===== src/rtl/uart_pkg.sv =====
// rtl/uart_pkg.sv - shared types and constants for the framed UART receiver
package uart_pkg;

  typedef enum logic [1:0] {
    PAR_NONE = 2'd0,
    PAR_EVEN = 2'd1,
    PAR_ODD  = 2'd2
  } parity_e;

  typedef enum logic [2:0] {
    IDLE,
    START,
    DATA,
    PARITY,
    STOP
  } rx_state_e;

  localparam int USER_PAR = 0;
  localparam int USER_FRM = 1;
  localparam int USER_BRK = 2;

  function automatic logic parity_bad(input logic data_xor, input logic sample,
                                      input parity_e mode);
    return (data_xor ^ sample) != (mode == PAR_ODD);
  endfunction

endpackage


===== src/rtl/uart_sync_edge.sv =====
// rtl/uart_sync_edge.sv - rx metastability synchroniser with falling-edge detect
module uart_sync_edge #(
  parameter int SYNC_STAGES = 2
) (
  input  logic clk,
  input  logic rstn,
  input  logic d,
  output logic q,
  output logic fall
);

  logic [SYNC_STAGES-1:0] sr;
  logic                   q_d;

  // Flops preset to the idle-high line level so reset never fakes a start edge.
  always_ff @(posedge clk or negedge rstn) begin
    if (!rstn) begin
      sr  <= '1;
      q_d <= 1'b1;
    end else begin
      sr  <= {sr[SYNC_STAGES-2:0], d};
      q_d <= sr[SYNC_STAGES-1];
    end
  end

  assign q    = sr[SYNC_STAGES-1];
  assign fall = q_d & ~q;

endmodule


===== src/rtl/uart_rx_framed.sv =====
// rtl/uart_rx_framed.sv - UART receiver with parity/stop checks, stream output and overrun status
module uart_rx_framed
  import uart_pkg::*;
#(
  parameter int CLOCKS_PER_PULSE = 217,
  parameter int BITS_PER_WORD    = 8,
  parameter int PARITY_MODE      = 0,
  parameter int STOP_BITS        = 1,
  parameter int SYNC_STAGES      = 2,
  parameter int W_CNT            = 8
) (
  input  logic                     clk,
  input  logic                     rstn,
  input  logic                     rx,
  output logic [BITS_PER_WORD-1:0] m_data,
  output logic [2:0]               m_user,
  output logic                     m_valid,
  input  logic                     m_ready,
  output logic                     overrun,
  output logic [W_CNT-1:0]         drop_cnt,
  input  logic                     err_clr
);

  localparam int CW = $clog2(CLOCKS_PER_PULSE);
  localparam int BW = $clog2(BITS_PER_WORD);
  localparam logic [CW-1:0] CNT_HALF  = CW'(CLOCKS_PER_PULSE / 2 - 1);
  localparam logic [CW-1:0] CNT_FULL  = CW'(CLOCKS_PER_PULSE - 1);
  localparam logic [BW-1:0] LAST_BIT  = BW'(BITS_PER_WORD - 1);
  localparam logic          LAST_STOP = (STOP_BITS == 2);
  localparam parity_e       PMODE     = parity_e'(PARITY_MODE[1:0]);

  logic                     rx_s;
  logic                     rx_fall;
  rx_state_e                state, state_nxt;
  logic [CW-1:0]            cnt;
  logic [BW-1:0]            bit_idx;
  logic                     stop_idx;
  logic [BITS_PER_WORD-1:0] shreg;
  logic                     par_s;
  logic                     frm;
  logic                     cnt_clr;
  logic                     sample;
  logic                     last_stop;
  logic                     frm_final;
  logic [2:0]               user_nxt;
  logic                     done;
  logic [BITS_PER_WORD-1:0] done_data;
  logic [2:0]               done_user;
  logic                     load;
  logic                     drop;

  uart_sync_edge #(
    .SYNC_STAGES(SYNC_STAGES)
  ) u_sync (
    .clk (clk),
    .rstn(rstn),
    .d   (rx),
    .q   (rx_s),
    .fall(rx_fall)
  );

  always_comb begin
    state_nxt = state;
    cnt_clr   = 1'b0;
    sample    = 1'b0;
    last_stop = 1'b0;
    case (state)
      IDLE: begin
        if (rx_fall) begin
          state_nxt = START;
          cnt_clr   = 1'b1;
        end
      end
      START: begin
        // Still high at mid start bit: treat as a glitch.
        if (cnt == CNT_HALF) begin
          cnt_clr   = 1'b1;
          state_nxt = rx_s ? IDLE : DATA;
        end
      end
      DATA: begin
        if (cnt == CNT_FULL) begin
          sample  = 1'b1;
          cnt_clr = 1'b1;
          if (bit_idx == LAST_BIT) state_nxt = (PMODE == PAR_NONE) ? STOP : PARITY;
        end
      end
      PARITY: begin
        if (cnt == CNT_FULL) begin
          sample    = 1'b1;
          cnt_clr   = 1'b1;
          state_nxt = STOP;
        end
      end
      STOP: begin
        if (cnt == CNT_FULL) begin
          sample  = 1'b1;
          cnt_clr = 1'b1;
          if (stop_idx == LAST_STOP) begin
            last_stop = 1'b1;
            state_nxt = IDLE;
          end
        end
      end
      default: state_nxt = IDLE;
    endcase
  end

  // Flags are evaluated against the stop sample being taken this cycle.
  always_comb begin
    frm_final          = frm | ~rx_s;
    user_nxt           = '0;
    user_nxt[USER_PAR] = (PMODE != PAR_NONE) && parity_bad(^shreg, par_s, PMODE);
    user_nxt[USER_FRM] = frm_final;
    user_nxt[USER_BRK] = frm_final && (shreg == '0) && ((PMODE == PAR_NONE) || !par_s);
  end

  always_ff @(posedge clk or negedge rstn) begin
    if (!rstn) begin
      state     <= IDLE;
      cnt       <= '0;
      bit_idx   <= '0;
      stop_idx  <= 1'b0;
      shreg     <= '0;
      par_s     <= 1'b0;
      frm       <= 1'b0;
      done      <= 1'b0;
      done_data <= '0;
      done_user <= '0;
    end else begin
      state <= state_nxt;
      cnt   <= (cnt_clr || state == IDLE) ? '0 : cnt + 1'b1;
      done  <= last_stop;
      if (state == IDLE) begin
        bit_idx  <= '0;
        stop_idx <= 1'b0;
        frm      <= 1'b0;
      end else if (sample) begin
        case (state)
          DATA: begin
            shreg   <= {rx_s, shreg[BITS_PER_WORD-1:1]};
            bit_idx <= bit_idx + 1'b1;
          end
          PARITY: par_s <= rx_s;
          STOP: begin
            if (!rx_s) frm <= 1'b1;
            stop_idx <= stop_idx + 1'b1;
          end
          default: ;
        endcase
      end
      if (last_stop) begin
        done_data <= shreg;
        done_user <= user_nxt;
      end
    end
  end

  assign load = done && (!m_valid || m_ready);
  assign drop = done && m_valid && !m_ready;

  always_ff @(posedge clk or negedge rstn) begin
    if (!rstn) begin
      m_data   <= '0;
      m_user   <= '0;
      m_valid  <= 1'b0;
      overrun  <= 1'b0;
      drop_cnt <= '0;
    end else begin
      if (load) begin
        m_data  <= done_data;
        m_user  <= done_user;
        m_valid <= 1'b1;
      end else if (m_ready) begin
        m_valid <= 1'b0;
      end
      if (drop) overrun <= 1'b1;
      else if (err_clr) overrun <= 1'b0;
      if (err_clr) drop_cnt <= '0;
      else if (drop && drop_cnt != '1) drop_cnt <= drop_cnt + 1'b1;
    end
  end

endmodule


===== config.mk =====
export PLATFORM = sky130hd
export DESIGN_NAME = uart_rx_framed
export DESIGN_NICKNAME = d
export VERILOG_FILES = /design/src/rtl/uart_pkg.sv /design/src/rtl/uart_sync_edge.sv /design/src/rtl/uart_rx_framed.sv
export SDC_FILE = /design/constraint.sdc
export NUM_CORES = 1
export LEC_CHECK = 0
export BUFFER_PORTS_ARGS = -buffer_cell sky130_fd_sc_hd__buf_2
export CAP_MARGIN = 20
export CELL_PAD_IN_SITES_DETAIL_PLACEMENT = 0
export CELL_PAD_IN_SITES_GLOBAL_PLACEMENT = 1
export CORE_MARGIN = 2
export CORE_UTILIZATION = 25
export CTS_CLUSTER_SIZE = 8
export DETAILED_ROUTE_END_ITERATION = 8
export PLACE_DENSITY_LB_ADDON = 0.1
export RECOVER_POWER = 100
export SETUP_SLACK_MARGIN = 0.5
export SLEW_MARGIN = 20
export SYNTH_ARGS = -nofsm -noshare
export SYNTH_HDL_FRONTEND = slang
export SYNTH_SLANG_ARGS = --single-unit

===== constraint.sdc =====
create_clock -name clk -period 2 [get_ports clk]
set_input_delay 0.4 -clock clk [delete_from_list [all_inputs] [get_ports clk]]
set_output_delay 0.4 -clock clk [all_outputs]
set_load 0.01 [all_outputs]

==> flow_metrics.py <==
metrics = {
    "outcome": {
        "status": "finished, final reports clean",
    },
    "timing": {
        "worst_slack_ns": 0.0518,
        "fin_crit_ns": 1.95,
        "setup_viol": 0,
        "rsz0062_at_grt": "true",
        "drv_slew": 0,
        "fmax_ghz": 0.513,
        "hold_viol": 0,
        "tightest_slew_ns": 1.25,
        "post-route-period-util_pct": 97.4,
        "slew_headroom_pct": 16.6,
        "finClkSkew_ns": 0.00879,
        "whs_ns": 0.174,
    },
    "synth": {
        "yosys_warnings": 0,
        "synth_cell_types": 43,
        "synth_area_sq_um": 2590,
        "synthArstFlopShare_pct": 100,
        "synth_edf_count": 0,
        "synth_fp_nets": 220,
        "ys_seq_area_share_pct": 56.1,
        "avgSynthCellArea_sq_um": 12.4,
        "synth_cells": 210,
        "ys_ff_latch": 58,
        "ys.flop_type": "dfrtp_1",
    },
    "die": {
        "chipHeight_um": 106,
        "die_w_um": 106,
        "die_area_sq_um": 11200,
        "coreArea_sq_um": 10200,
        "start_util_pct": 25.5,
        "num_rows": 37,
        "ios": 26,
    },
    "grt": {
        "grt_pass1_wl_um": 9570,
        "grt_overflow_total": 0,
        "grt_pass1_vias": 1851,
        "grtUsageTotal_pct": 11.1,
        "antenna_found_initial": 0,
        "grt_max_degree": 23,
    },
    "detailed_routing": {
        "drt-total-wl_um": 5650,
        "dr.pass1.iters": 4,
        "dr_total_vias": 1750,
        "via_per_inst": 4.34,
        "post_drt_wl_per_cell_um": 14.0,
        "drcViolationCount": 0,
        "drt_iter0_drc": 41,
        "postRouteAntennaNets": 0,
    },
    "worst_hold_path": {
        "hold_path_end": "u_sync.sr[0]",
        "hold_depth": 1,
        "hp-start": "rx",
        "hold_class": "input port to flop",
    },
    "pwr": {
        "peakVddDrop_v": 0.000326,
        "p_per_area_nw_per_um2": 787,
        "p_leak_nw": 1.60,
    },
    "critical_path": {
        "cp-start-kind": "flop",
        "crit_arrival_ns": 2.17,
        "slowest_stage": "or4_4",
        "crit_fanout": 6,
        "worstPathRequired_ns": 2.22,
        "timing.reg2reg.setup_slack_ns": 0.05,
        "worstSetupEndpointType": "flop",
        "crit_chain": "inv_1, ha_2, nand4b_4, or2_4, or4_4, mux2_4",
        "worst-setup-path-type": "flop to flop",
        "r2r-end": "done_user[2]",
        "worstReg2RegStart": "cnt[1]",
        "ff2ff_path_depth": 6,
        "slowest_delay_ns": 0.52,
    },
    "finish": {
        "seqCellArea_sq_um": 1460,
        "multi_input_area_sq_um": 1190,
        "diodes": 0,
        "final_common_cell": "dfrtp_1",
        "syn_to_final_growth_pct": 27.4,
        "drive_gt1_share_pct": 36.7,
        "final_cell_mix": "53 x dfrtp_1, 22 x clkbuf_1, 18 x mux2_4",
        "fin_nets": 272,
        "fill_cells": 1062,
    },
    "clock_tree": {
        "cts-htree-levels": 3,
        "clk_path_buf_depth": 2,
        "cts_num_sinks": 58,
        "root_buffer": "clkbuf_8",
        "clkSlewWorstSetupHoldPaths_ns": 0.07,
        "cts_buffers": 9,
        "clk_latency_ns": 0.33,
        "cts_tree": "yes",
        "cts_hold_buffers": 0,
    },
    "placement": {
        "gp_congestion": 0.714,
        "dp_slack_ns": 0.00580,
        "dp_hpwl_um": 3650,
        "io_buffer_count": 24,
    },
    "job": {
        "cap_violations": 0,
    },
}
[through the flow]
stage / setup TNS (ns) / power (mW) / utilization [%] / std cells / cell area (sq um)
2_1_floorplan: -1.02 / 1.47 / - / 210 / 2620
3_3_place_gp: 0 / 1.62 / 29.1 / 376 / 2970
3_5_place_dp: 0 / 1.61 / 29.1 / 376 / 2970
4_1_cts: 0 / 2.64 / 31.7 / 395 / 3220
5_1_grt: -0.138 / 2.75 / 32.5 / 403 / 3310
6_report: 0 / 2.60 / 32.5 / 403 / 3310
[cells in the mapped netlist (all sizes together) (5+ instances only)]
cell    count  area (sq um)
a22o        5          43.8
clkbuf      5          18.8
dfrtp      55          1380
ha          5          62.6
inv         8          30.0
mux2       29           360
nand2       8          30.0
nand2b      5          31.3
nand3       7          35.0
nor2       21          78.8
nor3        5          25.0
o21ai       5          25.0
xnor2       6          52.6
xor2        5          43.8
[per-layer routing]
metal | wire (um) | GRT usage [%] | part of all wire, %
met3 | 208 | 3.09 | 3.7
met5 | 0 | 0 | 0
met4 | 115 | 5.26 | 2.0
met2 | 2470 | 16.2 | 44
met1 | 2860 | 15.2 | 51
[sequential cells by signal (all words and copies together) (netlist names), 2 cells and up]
| name | cells |
|---|---|
| shreg | 8 |
| m_data | 8 |
| drop_cnt | 8 |
| u_sync.sr | 2 |
| bit_idx | 3 |
| state | 3 |
| done_data | 8 |
| m_user | 2 |
| done_user | 2 |
| cnt | 8 |
[report_power, final]
group	leakage [nW]	switching [mW]	total, mW	internal (mW)
sequential	0.786	0.0517	1.28	1.23
clock	0.0882	0.504	0.987	0.482
combinational	0.730	0.182	0.334	0.152
[worst max path at each step]
stage / cells past startpoint / from / endpoint / slack (ns)
after global placement: 6 / cnt[1] / done_data[3] / 0.03
after global routing: 6 / cnt[1] / done_user[2] / -0.03
after detailed placement: 6 / cnt[1] / done_data[6] / 0.006
final: 6 / cnt[1] / done_user[2] / 0.05
after CTS: 6 / cnt[1] / done_data[5] / 0.03
after floorplan: 8 / cnt[0] / done_data[1] / -0.11
[logic make-up after synthesis]
family / share of synthesized area, %
multiplexers: 14.3
flip-flops: 56.1
AO/OA/AOI/OAI: 7.18
other: 0.145
XOR/XNOR: 3.71
adder cells (fa/ha/maj): 2.41
AND/OR/NAND/NOR: 13.2
buffers and inverters: 3.04
[final cells by class]
class	instances	share of cell area [%]
inverter	8	0.908
tap	136	5.15
multi-input combinational	137	35.9
clock buffer	10	4.16
sequential	58	44.1
clock inverter	6	1.29
timing repair buffer	48	8.48
[worst max-delay path, delay by kind of cell (launching register included)]
family,cells,cell delay [ns]
AND/OR/NAND/NOR,3,0.90
adder cells (fa/ha/maj),1,0.18
buffers and inverters,1,0.06
multiplexers,1,0.32
flip-flops,1,0.38
[what timing repair did]
item                                    4_1_cts  5_1_grt
buffers inserted                              2        8
endpoints found under the setup margin       33       40
gates resized for setup                      13       28
endpoints found under the hold margin         0        0
pin swaps                                    10       10
cloned                                        1        0
Power figures use the tool's default switching activity.
